===== config.mk =====
export PLATFORM = sky130hd
export DESIGN_NAME = pipe_traffic_ctrl_n
export DESIGN_NICKNAME = d
export VERILOG_FILES = /design/src/rtl/pipe_traffic_ctrl_n.sv
export SDC_FILE = /design/constraint.sdc
export NUM_CORES = 1
export LEC_CHECK = 0
export ABC_AREA = 1
export CAP_MARGIN = 30
export CORE_ASPECT_RATIO = 1.1
export CORE_UTILIZATION = 37
export CTS_CLUSTER_DIAMETER = 150
export CTS_CLUSTER_SIZE = 20
export DETAILED_ROUTE_END_ITERATION = 7
export GPL_TIMING_DRIVEN = 1
export PLACE_DENSITY = 0.8
export SYNTH_ARGS = -nofsm -noshare
export SYNTH_HDL_FRONTEND = slang
export SYNTH_SLANG_ARGS = --single-unit

===== constraint.sdc =====
create_clock -name clk -period 1.8 [get_ports clk]
set_input_delay 0.27 -clock clk [delete_from_list [all_inputs] [get_ports clk]]
set_output_delay 0.27 -clock clk [all_outputs]
set_load 0.03 [all_outputs]

===== src/rtl/pipe_traffic_ctrl_n.sv =====
// pipe_traffic_ctrl_n: hazard/flush controller for an N-stage in-order pipeline.
// Index 0 is fetch and index NUM_STAGES-1 is the retire stage.
// Optional feature macro: PIPE_TRAFFIC_PERF_CNT_EN. When it is defined, the two
// performance counters are built. When it is not defined, both counter ports are tied to 0.
// Ports:
//   clk, reset           - clock and synchronous active-high reset
//   stage_stall          - per-stage "cannot complete this cycle"
//   flush_req            - per-stage redirect; squashes all younger stages (bit 0 ignored)
//   stage_wr_en          - per-stage pipeline register load enable (combinational)
//   stage_gen_bubble     - per-stage "load a bubble" when written (combinational, bit 0 = 0)
//   stage_valid          - registered per-stage valid bits
//   stall_timeout        - sticky retire-stall watchdog flag
//   perf_stall_cycles    - cycles with fetch stalled (optional)
//   perf_flush_count     - completed flushes (optional)
module pipe_traffic_ctrl_n #(
    parameter int unsigned NUM_STAGES    = 5,
    parameter int unsigned STALL_TIMEOUT = 1024,
    parameter int unsigned PERF_W        = 32
) (
    input  logic                  clk,
    input  logic                  reset,
    input  logic [NUM_STAGES-1:0] stage_stall,
    input  logic [NUM_STAGES-1:0] flush_req,
    output logic [NUM_STAGES-1:0] stage_wr_en,
    output logic [NUM_STAGES-1:0] stage_gen_bubble,
    output logic [NUM_STAGES-1:0] stage_valid,
    output logic                  stall_timeout,
    output logic [PERF_W-1:0]     perf_stall_cycles,
    output logic [PERF_W-1:0]     perf_flush_count
);

    localparam int unsigned N     = NUM_STAGES;
    localparam int unsigned IDX_W = (N > 1) ? $clog2(N) : 1;
    localparam int unsigned CNT_W = $clog2(STALL_TIMEOUT + 1);

    logic [N-1:0]     wr_chain;
    logic             flush_active;
    logic [IDX_W-1:0] flush_idx;
    logic [N-1:0]     valid_nxt;
    logic [CNT_W-1:0] wd_cnt;
    logic [CNT_W-1:0] wd_cnt_nxt;

    // Stall chain, oldest-wins flush select, and the flush/reset overrides
    always_comb begin
        wr_chain         = '0;
        flush_active     = 1'b0;
        flush_idx        = '0;
        stage_wr_en      = '0;
        stage_gen_bubble = '0;

        wr_chain[N-1] = ~stage_stall[N-1];
        for (int k = int'(N) - 2; k >= 0; k--) begin
            wr_chain[k] = wr_chain[k+1] & ~stage_stall[k];
        end

        // The scan runs upward, so the last hit is the oldest requester
        for (int k = 1; k < int'(N); k++) begin
            if (flush_req[k]) begin
                flush_active = 1'b1;
                flush_idx    = IDX_W'(k);
            end
        end

        stage_wr_en = wr_chain;
        for (int k = 1; k < int'(N); k++) begin
            stage_gen_bubble[k] = stage_stall[k-1] | ~stage_valid[k-1];
        end

        // The flushing stage keeps its chain enable, so a stalled flusher holds and re-issues the flush
        if (flush_active) begin
            for (int k = 0; k < int'(N); k++) begin
                if (k < int'(flush_idx)) begin
                    stage_wr_en[k] = 1'b1;
                end
                if ((k >= 1) && (k <= int'(flush_idx))) begin
                    stage_gen_bubble[k] = 1'b1;
                end
            end
        end

        if (reset) begin
            stage_wr_en      = '1;
            stage_gen_bubble = {{(N-1){1'b1}}, 1'b0};
        end
    end

    // Next valid bits: written stages take the older valid unless a bubble is loaded
    always_comb begin
        valid_nxt = stage_valid;
        if (stage_wr_en[0]) begin
            valid_nxt[0] = 1'b1;
        end
        for (int k = 1; k < int'(N); k++) begin
            if (stage_wr_en[k]) begin
                valid_nxt[k] = stage_gen_bubble[k] ? 1'b0 : stage_valid[k-1];
            end
        end
    end

    // Saturating count of consecutive cycles in which the retire stage did not load
    always_comb begin
        wd_cnt_nxt = wd_cnt;
        if (stage_wr_en[N-1]) begin
            wd_cnt_nxt = '0;
        end else if (wd_cnt != CNT_W'(STALL_TIMEOUT)) begin
            wd_cnt_nxt = wd_cnt + CNT_W'(1);
        end
    end

    // Valid, watchdog and sticky timeout registers
    always_ff @(posedge clk) begin
        if (reset) begin
            stage_valid   <= '0;
            wd_cnt        <= '0;
            stall_timeout <= 1'b0;
        end else begin
            stage_valid <= valid_nxt;
            wd_cnt      <= wd_cnt_nxt;
            if (wd_cnt_nxt == CNT_W'(STALL_TIMEOUT)) begin
                stall_timeout <= 1'b1;
            end
        end
    end

`ifdef PIPE_TRAFFIC_PERF_CNT_EN
    logic [PERF_W-1:0] stall_cnt;
    logic [PERF_W-1:0] flush_cnt;

    // A flush is counted only on the cycle the flushing stage actually advances
    always_ff @(posedge clk) begin
        if (reset) begin
            stall_cnt <= '0;
            flush_cnt <= '0;
        end else begin
            if (!stage_wr_en[0]) begin
                stall_cnt <= stall_cnt + PERF_W'(1);
            end
            if (flush_active && stage_wr_en[flush_idx]) begin
                flush_cnt <= flush_cnt + PERF_W'(1);
            end
        end
    end

    assign perf_stall_cycles = stall_cnt;
    assign perf_flush_count  = flush_cnt;
`else
    assign perf_stall_cycles = '0;
    assign perf_flush_count  = '0;
`endif

endmodule


# Word level (Yosys, flattened, before mapping)

Index checks and enable logic that the tools add are counted.

Bits in registers: 17
Input port bits: 12
Output and inout port bits: 80
Word-level logic and storage cells: 63

Add/sub/neg operators: 1
Magnitude comparators: 9
Equal/unequal tests: 2
Muxes and demuxes: 27
Bitwise gates (word level): 17

Operators by type and width:

| cell                    | number |
|---|---|
| $mux W11                | 2 |
| $mux W1                 | 18 |
| $mux W5                 | 3 |
| $add A11 B1 Y11 const B | 1 |
| $eq A11 B11 Y1 const B  | 1 |
| $ne A11 B11 Y1 const B  | 1 |
| $not A1 Y1              | 9 |
| $le A2 B3 Y1 const A    | 2 |
| $lt A1 B3 Y1 const A    | 2 |
| $lt A2 B3 Y1 const A    | 2 |
| $and A1 B1 Y1           | 4 |
| $mux W2                 | 2 |
| $mux W4                 | 1 |
| $or A1 B1 Y1            | 4 |
| $le A1 B3 Y1 const A    | 1 |
| $le A3 B3 Y1 const A    | 1 |
| $lt A3 B3 Y1 const A    | 1 |
| $mux W3                 | 1 |

# Depth between registers and ports, before layout

Gate-level depths: netlist of run 1.

Word-level depth: 10
Mapped depth: 12
Gate-level depth less buffers: 12

# Worst setup path after synthesis of run 1

No wires, ideal clock.

Path kind: reg2reg
From: reg wd_cnt[0]
To: reg stall_timeout
Library setup time: 0.066 ns
Data arrival time: 1.369 ns
Required time: 1.734 ns
Slack: 0.365 ns
Stages on the path, launching flop included: 12
Buffers on the path: 0
Clock period less this slack: 1.435 ns
Path through: dfxtp_1 > ha_1 > nand2_1 > nor2_2 > nand3_1 > nand2_1 > nand2_1 > nand2_1 > nand2_2 > nor2_4 > nand3_2 > a21oi_2

Word-level cells in the longest chain between the ends: 4
Elaborated cells between the ends (all ways): 5
Those cells by class: add/sub: 1; eq/ne: 2; mux: 2

Ends and longest elaborated chain:

| item                                              | line     | text |
|---|---|---|
| from (decl)                                       | 40       | `logic [CNT_W-1:0] wd_cnt;` |
| from (signal assigned)                            | 118      | `wd_cnt <= wd_cnt_nxt;` |
| $add A11 B1 Y11 or $ne A11 B11 Y1 (tied branches) | 106, 105 |  |
| $mux W11 (*)                                      | 105      | `end else if (wd_cnt != CNT_W'(STALL_TIMEOUT)) begin` |
| $mux W11 (*)                                      | 103      | `if (stage_wr_en[N-1]) begin` |
| $eq A11 B11 Y1 (*)                                | 119      | `if (wd_cnt_nxt == CNT_W'(STALL_TIMEOUT)) begin` |
| to (signal assigned)                              | 115      | `stall_timeout <= 1'b0;` |
| to (signal assigned)                              | 120      | `stall_timeout <= 1'b1;` |
| to (decl)                                         | 27       | `output logic stall_timeout,` |

Every way passes the cells marked *; elsewhere a longest branch is shown, timed or not.
A chain may end at the register's enable or synchronous reset.

# Worst setup path after layout of run 1

From: in flush_req[2]
To: out stage_gen_bubble[1]

Word-level cells in the longest chain between the ends: 7
Elaborated cells between the ends (all ways): 10
Those cells by class: order compare: 1; mux: 9

Ends and longest elaborated chain:

| item                 | line | text |
|---|---|---|
| from (decl)          | 23   | `input logic [NUM_STAGES-1:0] flush_req,` |
| $mux W2 (2 in a row) | 58   | `if (flush_req[k]) begin` |
| $mux W3              | 58   |  |
| $le A1 B3 Y1         | 75   | `if ((k >= 1) && (k <= int'(flush_idx))) begin` |
| $mux W1              | 75   |  |
| $mux W4 (*)          | 70   | `if (flush_active) begin` |
| $mux W5 (*)          | 81   | `if (reset) begin` |
| to (decl)            | 25   | `output logic [NUM_STAGES-1:0] stage_gen_bubble,` |

Marks and branches as above.

==> run metrics, run 1 <==
hold buffers post-CTS 0; CTS root buf clkbuf_8; share of cells above drive strength 1 17.05%; floorplan row count 23; drt drc 0; die width 62.82 um; top cells by area, synth buf_4, dfxtp_1, nand2_1, inv_1, nor2_1; fin crit share 96.96%; most common cell in the synthesized netlist buf_4; CP required 1.53 ns; Syn Std Cell Area 1505 um^2; pre-CTS WS -0.3144 ns; first-pass GRT wire length 4.002 mm; ANT nets after route 0; # clock sinks 17; Final Hold Viols 0; min-delay worst type reg -> reg; setup ws final 0.05479 ns; total gr overflow 0; Synth area leader buf_4; via count 1208; CP Max Fanout 2; Reg clk slew, reported paths 0.06 ns; starting density of the core 39.93%; number of flops mapped to enable cells by yosys 0; status completed; Final min period 1.745 ns; RSZ-0062 raised after global routing false; Max Freq 573.0 MHz; Max Cap Viol 0; Arr. time, crit path 1.48 ns; Finished Layout Cells 308; distinct cell type count after synthesis 22; H-tree Lvls 1; Post-Syn Area per Cell 6.873 um^2; clock buffer depth 2; Pre-antenna DRT Iters 4; top cell type's share of synthesized area 32.92%; Layout Skew 0.002557 ns; register area share after synthesis 22.61%; startpoint types input pin; flops & latches, synth 17; Detailed Route Iter0 Violations 23; ys async rst share 0%; total die area 4328 um^2; GPL Wtd Cong 0.7800; largest net degree at the start of global routing 14; top_reg_cell synth dfxtp_1; Synth Warn # 0; Placed Cells incl. Taps 305; Area growth, synth to finish 12.64%; Synth top cells by count buf_4, nand2_1, inv_1; # IOs 92; Pleak 0.9371 nW; port buffer count 25; Die H 68.90 um; Cells after Synth 219; CTS tree built; Fill cells 395; Crit. End Element output pin; Final nets 273; final setup violation count 0; critical path class in -> out; worst vdd ir 0.2643 mV; vias in the first global route 1040; final WL 2.478 mm; Antenna diodes 0; total power divided by cell area 565.3 nW/um^2; Clk Latency, worst-skew pair 0.25 ns; routed length per instance 8.045 um; DP HPWL 2.109 mm; Tot GR Track Use 11.83%; Slew Limit Fails 0; postcts setup bufs 0; Core Region 3770 um^2; CTS buffer count 3; initial antenna violation count 0; Via density 3.922
[placed cells by master, fill, tap and decap left out, types with 3 or more instances in the layout]
cell type        instances
clkdlybuf4s50_1         14
nand2_2                  6
nand3_1                 14
nor2_2                   6
xor2_1                   3
buf_4                   17
inv_1                   30
nand2_1                 31
nand3b_1                 3
dfxtp_1                 17
nand4_1                  3
nor2_4                   3
nand3_2                  3
nor2_1                  20
o21ai_1                  4
conb_1                  65
clkbuf_8                 3
[area by class of cell]
type                       count  area [um^2]  area share (%)
inverter                      30        112.6           6.642
timing repair buffer          37        326.6           19.26
tap                           50        62.56           3.690
sequential                    17        340.3           20.07
clock buffer                   4        45.04           2.657
multi-input combinational    170        808.3           47.68
[state kept, by name (all words and copies together), names as in the netlist]
name / cells
stage_valid: 5
stall_timeout: 1
wd_cnt: 11
[metrics by stage]
step           utilization [%]  hold WS, ns  TNS [ns]  power (mW)  cell area, um^2
2_1_floorplan                -       0.3324         0      0.7296             1745
3_3_place_gp             43.98       0.4463   -0.7703      0.6814             1658
3_5_place_dp             43.98       0.4489   -0.8425      0.6833             1658
4_1_cts                  45.14       0.4581         0      0.9685             1702
5_1_grt                  44.97       0.4799         0       1.002             1695
6_report                 44.97       0.4530         0      0.9584             1695
[worst max-delay path, stage by stage]
cell and delay, ns:
clkdlybuf4s50_1 0.44, nor4_2 0.31, nand3_1 0.15, clkdlybuf4s15_2 0.31
[report_power, final]
part	leakage (nW)	switching [mW]	total (mW)	internal [mW]
clock network	0.0228	0.127	0.284	0.157
registers	0.138	0.00459	0.386	0.381
logic	0.777	0.233	0.289	0.0558
[final timing paths]
path / end / depth (start not counted) / start / slack, ns
setup / recovery: stage_gen_bubble[1] / 4 / flush_req[2] / 0.05
hold / removal: stage_valid[4] / 2 / stage_valid[4] / 0.45
setup reg to reg: stall_timeout / 11 / wd_cnt[0] / 0.28
hold reg to reg: stage_valid[4] / 2 / stage_valid[4] / 0.45
[repair_timing]
action | 4_1_cts | 5_1_grt
pin swaps | 4 | 1
resized for setup | 10 | 4
setup endpoints to repair | 6 | 3
[cells by family (layout without fill, tap and decap cells)]
family,Yosys count,count (layout),share of synthesized area (%)
compound gates,9,9,3.575
xor+xnor,3,3,1.746
fa+ha+maj,2,2,1.662
buf+inv,96,71,40.40
flops,17,17,22.61
other cells,1,65,0.2491
simple gates,91,91,29.76
[per-layer routing]
| layer | track usage (%) | vias up | share of wire, % |
|---|---|---|---|
| met4 | 7.849 | 0 | 1.8 |
| met2 | 22.96 | 61 | 50 |
| li1 | - | 621 | - |
| met1 | 11.66 | 522 | 40 |
| met3 | 2.467 | 4 | 8.2 |
| met5 | 0 | - | 0 |
Power figures use the tool's default switching activity.
==> inputs of run 2 (changes only) <==
--- a/config.mk
+++ b/config.mk
@@ -7,13 +7,14 @@
 export LEC_CHECK = 0
 export ABC_AREA = 1
 export CAP_MARGIN = 30
-export CORE_ASPECT_RATIO = 1.1
-export CORE_UTILIZATION = 37
+export CELL_PAD_IN_SITES_DETAIL_PLACEMENT = 0
+export CELL_PAD_IN_SITES_GLOBAL_PLACEMENT = 2
+export CORE_UTILIZATION = 18
 export CTS_CLUSTER_DIAMETER = 150
 export CTS_CLUSTER_SIZE = 20
 export DETAILED_ROUTE_END_ITERATION = 7
 export GPL_TIMING_DRIVEN = 1
-export PLACE_DENSITY = 0.8
+export PLACE_DENSITY_LB_ADDON = 0.1
 export SYNTH_ARGS = -nofsm -noshare
 export SYNTH_HDL_FRONTEND = slang
 export SYNTH_SLANG_ARGS = --single-unit
==> run 2 against run 1 <==
  * Non-clock buffer count rose by 5
  * Global-route usage decreased by 4.0 points
  * Worst hold slack better by 0.0075 ns
  * Utilization shrank 22 points
  * Critical endpoint is now stage_gen_bubble[3]
  * Wire length increased by 29%
==> run metrics, run 2 (synthesized netlist as in run 1, its figures left out) <==
status completed; pre-CTS WS -0.3332 ns (-0.01874 ns); largest net degree at the start of global routing 10 (-4); Clk Latency, worst-skew pair 0.25 ns (about the same); CP max stage cell clkdlybuf4s50_1; setup ws final 0.07913 ns (+0.02435 ns); Core Util, Final 22.95% (-22 points); starting density of the core 19.08% (-21 points); Detailed Route Iter0 Violations 39 (+70%); via count 1183 (-2.1%); final setup violation count 0 (unchanged); Worst Path Buf+Inv 3 (+1); worst flop-to-flop path endpoint stall_timeout; r2r worst-path depth 11 (unchanged); sequential share of power 39.4% (-0.8 points); commonest non-fill, non-tap cell in the layout conb_1; RSZ-0062 raised after global routing true; Max Freq 581.1 MHz (+1.4%); Finished Layout Cells 365 (+19%); routed length per instance 8.737 um (+8.6%); share of cells above drive strength 1 18.25% (+1.2 points); # IOs 92 (unchanged); R2R Setup Slk 0.21 ns (-0.07 ns); CP required 1.53 ns (about the same); switching pwr 381.4 uW (+4.7%); Final nets 278 (+1.8%); Final Hold Viols 0 (unchanged); total gr overflow 0 (unchanged); final setup TNS 0 ns (unchanged); Antenna diodes 0 (unchanged); fraction of power spent switching nets 38.97% (+0.95 points); Area growth, synth to finish 20.28%; final WL 3.189 mm (+29%); Pre-antenna DRT Iters 4 (unchanged); Biggest register wd_cnt; worst vdd ir 0.1932 mV (-27%); Power Total 978.7 uW (+2.1%); port buffer count 25 (unchanged); Placed Cells incl. Taps 360 (+18%); CP Max Fanout 2 (unchanged); Die H 93.45 um (+36%); most frequent cells in the layout conb_1, nand2_1, inv_1, nor2_1, buf_4; clock power share 30.2% (+0.6 points); Core Region 7888 um^2 (+110%); Via density 3.241 (-17%); Max Cap Viol 0 (unchanged); Reg clk slew, reported paths 0.07 ns (about the same); ANT nets after route 0 (unchanged); Crit. End Element output pin; CTS tree built; startpoint types input pin; crit path launch reset; Setup crit end stage_gen_bubble[3]; Slew Limit Fails 0 (unchanged); floorplan row count 32 (+39%); Top Family by Delay on Critical Path buffers and inverters; first-pass GRT wire length 5.230 mm (+31%); total die area 8732 um^2 (+100%); GPL Wtd Cong 0.6753 (-13%); Min Hold Slack 0.4605 ns (+0.007502 ns); CTS root buf clkbuf_8; vias in the first global route 1137 (+9.3%); initial antenna violation count 0 (unchanged); r2r startpoint wd_cnt[0]; die width 93.45 um (+49%); fin crit share 95.60% (-1.4 points); Arr. time, crit path 1.45 ns (-0.03 ns); CP cell instances clkdlybuf4s50_1, nor2_2, inv_1, nor2_1, nand3b_1, clkdlybuf4s15_2; Layout Skew 0.001310 ns (-0.001247 ns); Final Cell Area 1810 um^2 (+6.8%); Stages on worst setup path 6 (+2); critical path class in -> out; H-tree Lvls 1 (unchanged); combinational power share 30.4% (+0.3 points); Slowest Stage Delay on Critical Path 0.44 ns (about the same); Tot GR Track Use 7.802% (-4.0 points); biggest regs wd_cnt: 11 flops, stage_valid: 5 flops, stall_timeout: 1 flops; Final min period 1.721 ns (-0.02435 ns); Cell Int Power 597.2 uW (+0.54%); clock buffer depth 2 (unchanged); Pleak 0.9750 nW (+4.0%); drt drc 0 (unchanged); total power divided by cell area 540.6 nW/um^2 (-4.4%); number of flip-flops in the largest register 11 (unchanged); DP HPWL 2.695 mm (+28%); CTS buffer count 3 (unchanged); # clock sinks 17 (unchanged); min-delay worst type reg -> reg; placed cell area 1748 um^2 (+5.4%)
-- run 2: changes by cell type in the layout (fill, tap and decap cells not counted) --
cell             delta
nor4_4              +1
clkdlybuf4s50_1     -1
dlymetal6s2s_1      +1
nor2_1              +1
buf_4               +4
nor4_2              -1
nor2_2              -1
clkdlybuf4s15_2     +1
-- run 2: per-layer routing --
metal  wire (um)  up-vias  track usage, %
met1        1492      497           9.380
met4          41        0           3.462
met5           0        -               0
li1            -      628               -
met2        1438       54           12.93
met3         217        4           2.114
-- run 2: power groups by stage --
stage | sequential, mW | combinational, mW | clock [mW]
CTS | 0.386 | 0.294 | 0.316
global placement | 0.395 | 0.296 | 0
global route | 0.386 | 0.317 | 0.334
finish | 0.386 | 0.297 | 0.296
floorplan | 0.399 | 0.331 | 0
detailed placement | 0.395 | 0.294 | 0
-- run 2: cell type report --
class | instances | area (um^2)
fillers | 903 | 6077
well taps | 102 | 127.6
multi-input cells | 170 | 814.5
flip-flops and latches | 17 | 340.3
inverters | 30 | 112.6
clock buffers | 4 | 45.04
repair buffers | 42 | 370.4
-- run 2: worst min path at each step --
stage                        start  slack [ns]        endpoint  cells after the start
detailed placement   stall_timeout        0.45   stall_timeout                      2
finish              stage_valid[4]        0.46  stage_valid[4]                      2
global placement    stage_valid[4]        0.45  stage_valid[4]                      2
floorplan                    reset        0.33   stall_timeout                      1
CTS                 stage_stall[3]        0.46  stage_valid[4]                      3
global route        stage_stall[3]        0.48  stage_valid[4]                      3
-- run 2: repair_timing --
action	in CTS	in global routing
hold buffers	0	0
setup endpoints to repair	5	5
pin swaps	4	2
gates resized for setup	11	7
setup buffers	1	0
-- run 2: worst min-delay path: cells and delay by family (launching register included) --
kind / cells / cell delay, ns
AND/OR/NAND/NOR: 1 / 0.06
flip-flops: 1 / 0.32
AO/OA/AOI/OAI: 1 / 0.05
==> inputs of run 3 (changes only) <==
--- a/config.mk
+++ b/config.mk
@@ -9,6 +9,7 @@
 export CAP_MARGIN = 30
 export CELL_PAD_IN_SITES_DETAIL_PLACEMENT = 0
 export CELL_PAD_IN_SITES_GLOBAL_PLACEMENT = 2
+export CORE_MARGIN = 2
 export CORE_UTILIZATION = 18
 export CTS_CLUSTER_DIAMETER = 150
 export CTS_CLUSTER_SIZE = 20
==> run 3 against run 2 <==
  * Global-route usage fell by 0.89 points
  * Utilization shrank 1.2 points
  * Cell count is 0.27% higher
  * Wire length down 3.1%
==> run metrics, run 3 (synthesized netlist as in run 1, its figures left out) <==
clock power share 30.3% (about the same); number of flip-flops in the largest register 11 (unchanged); routed length per instance 8.440 um (-3.4%); RSZ-0062 raised after global routing false; Worst Path Buf+Inv 4 (+1); Die H 95.45 um (+2.1%); Tot GR Track Use 6.915% (-0.89 points); Top Family by Delay on Critical Path buffers and inverters; clock buffer depth 2 (unchanged); Pre-antenna DRT Iters 3 (-1); initial antenna violation count 0 (unchanged); commonest non-fill, non-tap cell in the layout conb_1; Power Total 970.9 uW (-0.79%); final setup violation count 0 (unchanged); fraction of power spent switching nets 39.18% (+0.20 points); Area growth, synth to finish 18.04%; Clk Latency, worst-skew pair 0.25 ns (about the same); CTS buffer count 3 (unchanged); Slowest Stage Delay on Critical Path 0.44 ns (about the same); worst vdd ir 0.1657 mV (-14%); # IOs 92 (unchanged); most frequent cell on the critical path buf_4; Detailed Route Iter0 Violations 16 (-59%); total gr overflow 0 (unchanged); sequential share of power 39.7% (+0.3 points); starting density of the core 18.41% (-0.67 points); placed cell area 1722 um^2 (-1.5%); biggest regs wd_cnt: 11 flops, stage_valid: 5 flops, stall_timeout: 1 flops; Pleak 0.9529 nW (-2.3%); die width 95.45 um (+2.1%); Cell Int Power 590.5 uW (-1.1%); startpoint types input pin; Final nets 276 (-0.72%); CTS tree built; CP max stage cell clkdlybuf4s50_1; total power divided by cell area 546.5 nW/um^2 (+1.1%); Final Hold Viols 0 (unchanged); status completed; fin crit share 95.18% (-0.42 points); Biggest register wd_cnt; Final Cell Area 1777 um^2 (-1.9%); ANT nets after route 0 (unchanged); total die area 9110 um^2 (+4.3%); drt drc 0 (unchanged); CP required 1.53 ns (about the same); Antenna diodes 0 (unchanged); share of cells above drive strength 1 18.77% (+0.52 points); Slew Limit Fails 0 (unchanged); Reg clk slew, reported paths 0.07 ns (about the same); Crit. End Element output pin; min-delay worst type reg -> reg; CP cell instances clkdlybuf4s50_1, nor2_2, inv_1, buf_4, o21ai_1, buf_4; floorplan row count 33 (+3.1%); DP HPWL 2.691 mm (-0.14%); Core Region 8175 um^2 (+3.6%); Final min period 1.713 ns (-0.007555 ns); Fill cells 948 (+5.0%); Max Freq 583.7 MHz (+0.44%); Via density 3.189 (-1.6%); via count 1167 (-1.4%); GPL Wtd Cong 0.6777 (+0.36%); # clock sinks 17 (unchanged); H-tree Lvls 1 (unchanged); Layout Skew 0.0008746 ns (-0.0004356 ns); most frequent cells in the layout conb_1, inv_1, nand2_1, buf_4, nor2_1; Arr. time, crit path 1.44 ns (about the same); critical path class in -> out; combinational power share 30.0% (-0.4 points); CP Max Fanout 3 (+1); vias in the first global route 1033 (-9.1%); CTS root buf clkbuf_8; port buffer count 25 (unchanged); largest net degree at the start of global routing 11 (+1); switching pwr 380.4 uW (-0.28%); first-pass GRT wire length 4.857 mm (-7.1%); final WL 3.089 mm (-3.1%); Max Cap Viol 0 (unchanged)
==> run 3: cell types whose count changed in the layout (fill, tap and decap cells not counted) <==
| cell | previous run | this run |
|---|---|---|
| nor4_4 | 1 | 0 |
| nor2_1 | 21 | 20 |
| buf_12 | 1 | 0 |
| nor4_2 | 0 | 1 |
| clkbuf_1 | 1 | 0 |
| nand2_2 | 6 | 7 |
| buf_2 | 0 | 2 |
| clkdlybuf4s50_1 | 13 | 15 |
| nand2_1 | 31 | 30 |
| clkbuf_2 | 2 | 1 |
| dlygate4sd2_1 | 2 | 0 |
| clkinv_2 | 0 | 1 |
| clkdlybuf4s15_2 | 2 | 0 |
| nor2_2 | 5 | 6 |
==> run 3: worst register-to-register path, delay by kind of cell, from the launching register on <==
| kind | cells | cell delay (ns) |
|---|---|---|
| compound gates | 1 | 0.11 |
| fa+ha+maj | 1 | 0.19 |
| flops | 1 | 0.40 |
| simple gates | 9 | 0.78 |
==> run 3: worst paths after layout <==
check             cells after the start        endpoint           start  slack, ns
setup / recovery                      6  stage_wr_en[2]  stage_stall[3]       0.09
hold / removal                        2  stage_valid[4]  stage_valid[4]       0.46
setup reg to reg                     11   stall_timeout       wd_cnt[0]       0.26
hold reg to reg                       2  stage_valid[4]  stage_valid[4]       0.46
==> run 3: metal layers <==
metal	vias to the layer above	global-route usage, %	routed length, um
met5	-	0	0
met4	0	0.7143	0
met3	0	3.241	249
met2	46	11.56	1476
met1	496	8.385	1363
li1	625	-	-
==> run 3: final cells by class <==
type | count | area (um^2) | area share [%]
Multi-Input combinational cell | 170 | 810.8 | 45.63
Sequential cell | 17 | 340.3 | 19.15
Timing Repair Buffer | 40 | 335.3 | 18.87
Tap cell | 105 | 131.4 | 7.394
Inverter | 30 | 112.6 | 6.338
Clock buffer | 3 | 41.29 | 2.324
Clock inverter | 1 | 5.005 | 0.2817
==> run 3: per-stage QoR <==
step                hold WS [ns]  TNS (ns)  util [%]  cells  setup WS (ns)
floorplan                 0.3324         0         -    283         0.3653
global placement          0.4511   -0.7659     21.06    361        -0.3179
detailed placement        0.4513   -0.7452     21.06    361        -0.3258
CTS                       0.4642         0     21.81    366       0.002365
global route              0.4877         0     21.73    366      0.0003779
finish                    0.4563         0     21.73    366        0.08669
==> run 3: what timing repair did <==
item	4_1_cts	5_1_grt
endpoints found under the setup margin	4	5
gates cloned	0	0
hold endpoints to repair	0	0
setup buffers	1	0
hold buffers	0	0
pin swaps	2	3
gates resized for setup	8	10
==> run 3: power by group through the flow <==
stage | clock network [mW] | logic, mW | registers, mW
6_report | 0.294 | 0.292 | 0.386
3_3_place_gp | 0 | 0.292 | 0.395
4_1_cts | 0.327 | 0.291 | 0.386
5_1_grt | 0.336 | 0.314 | 0.386
3_5_place_dp | 0 | 0.290 | 0.394
2_1_floorplan | 0 | 0.331 | 0.399
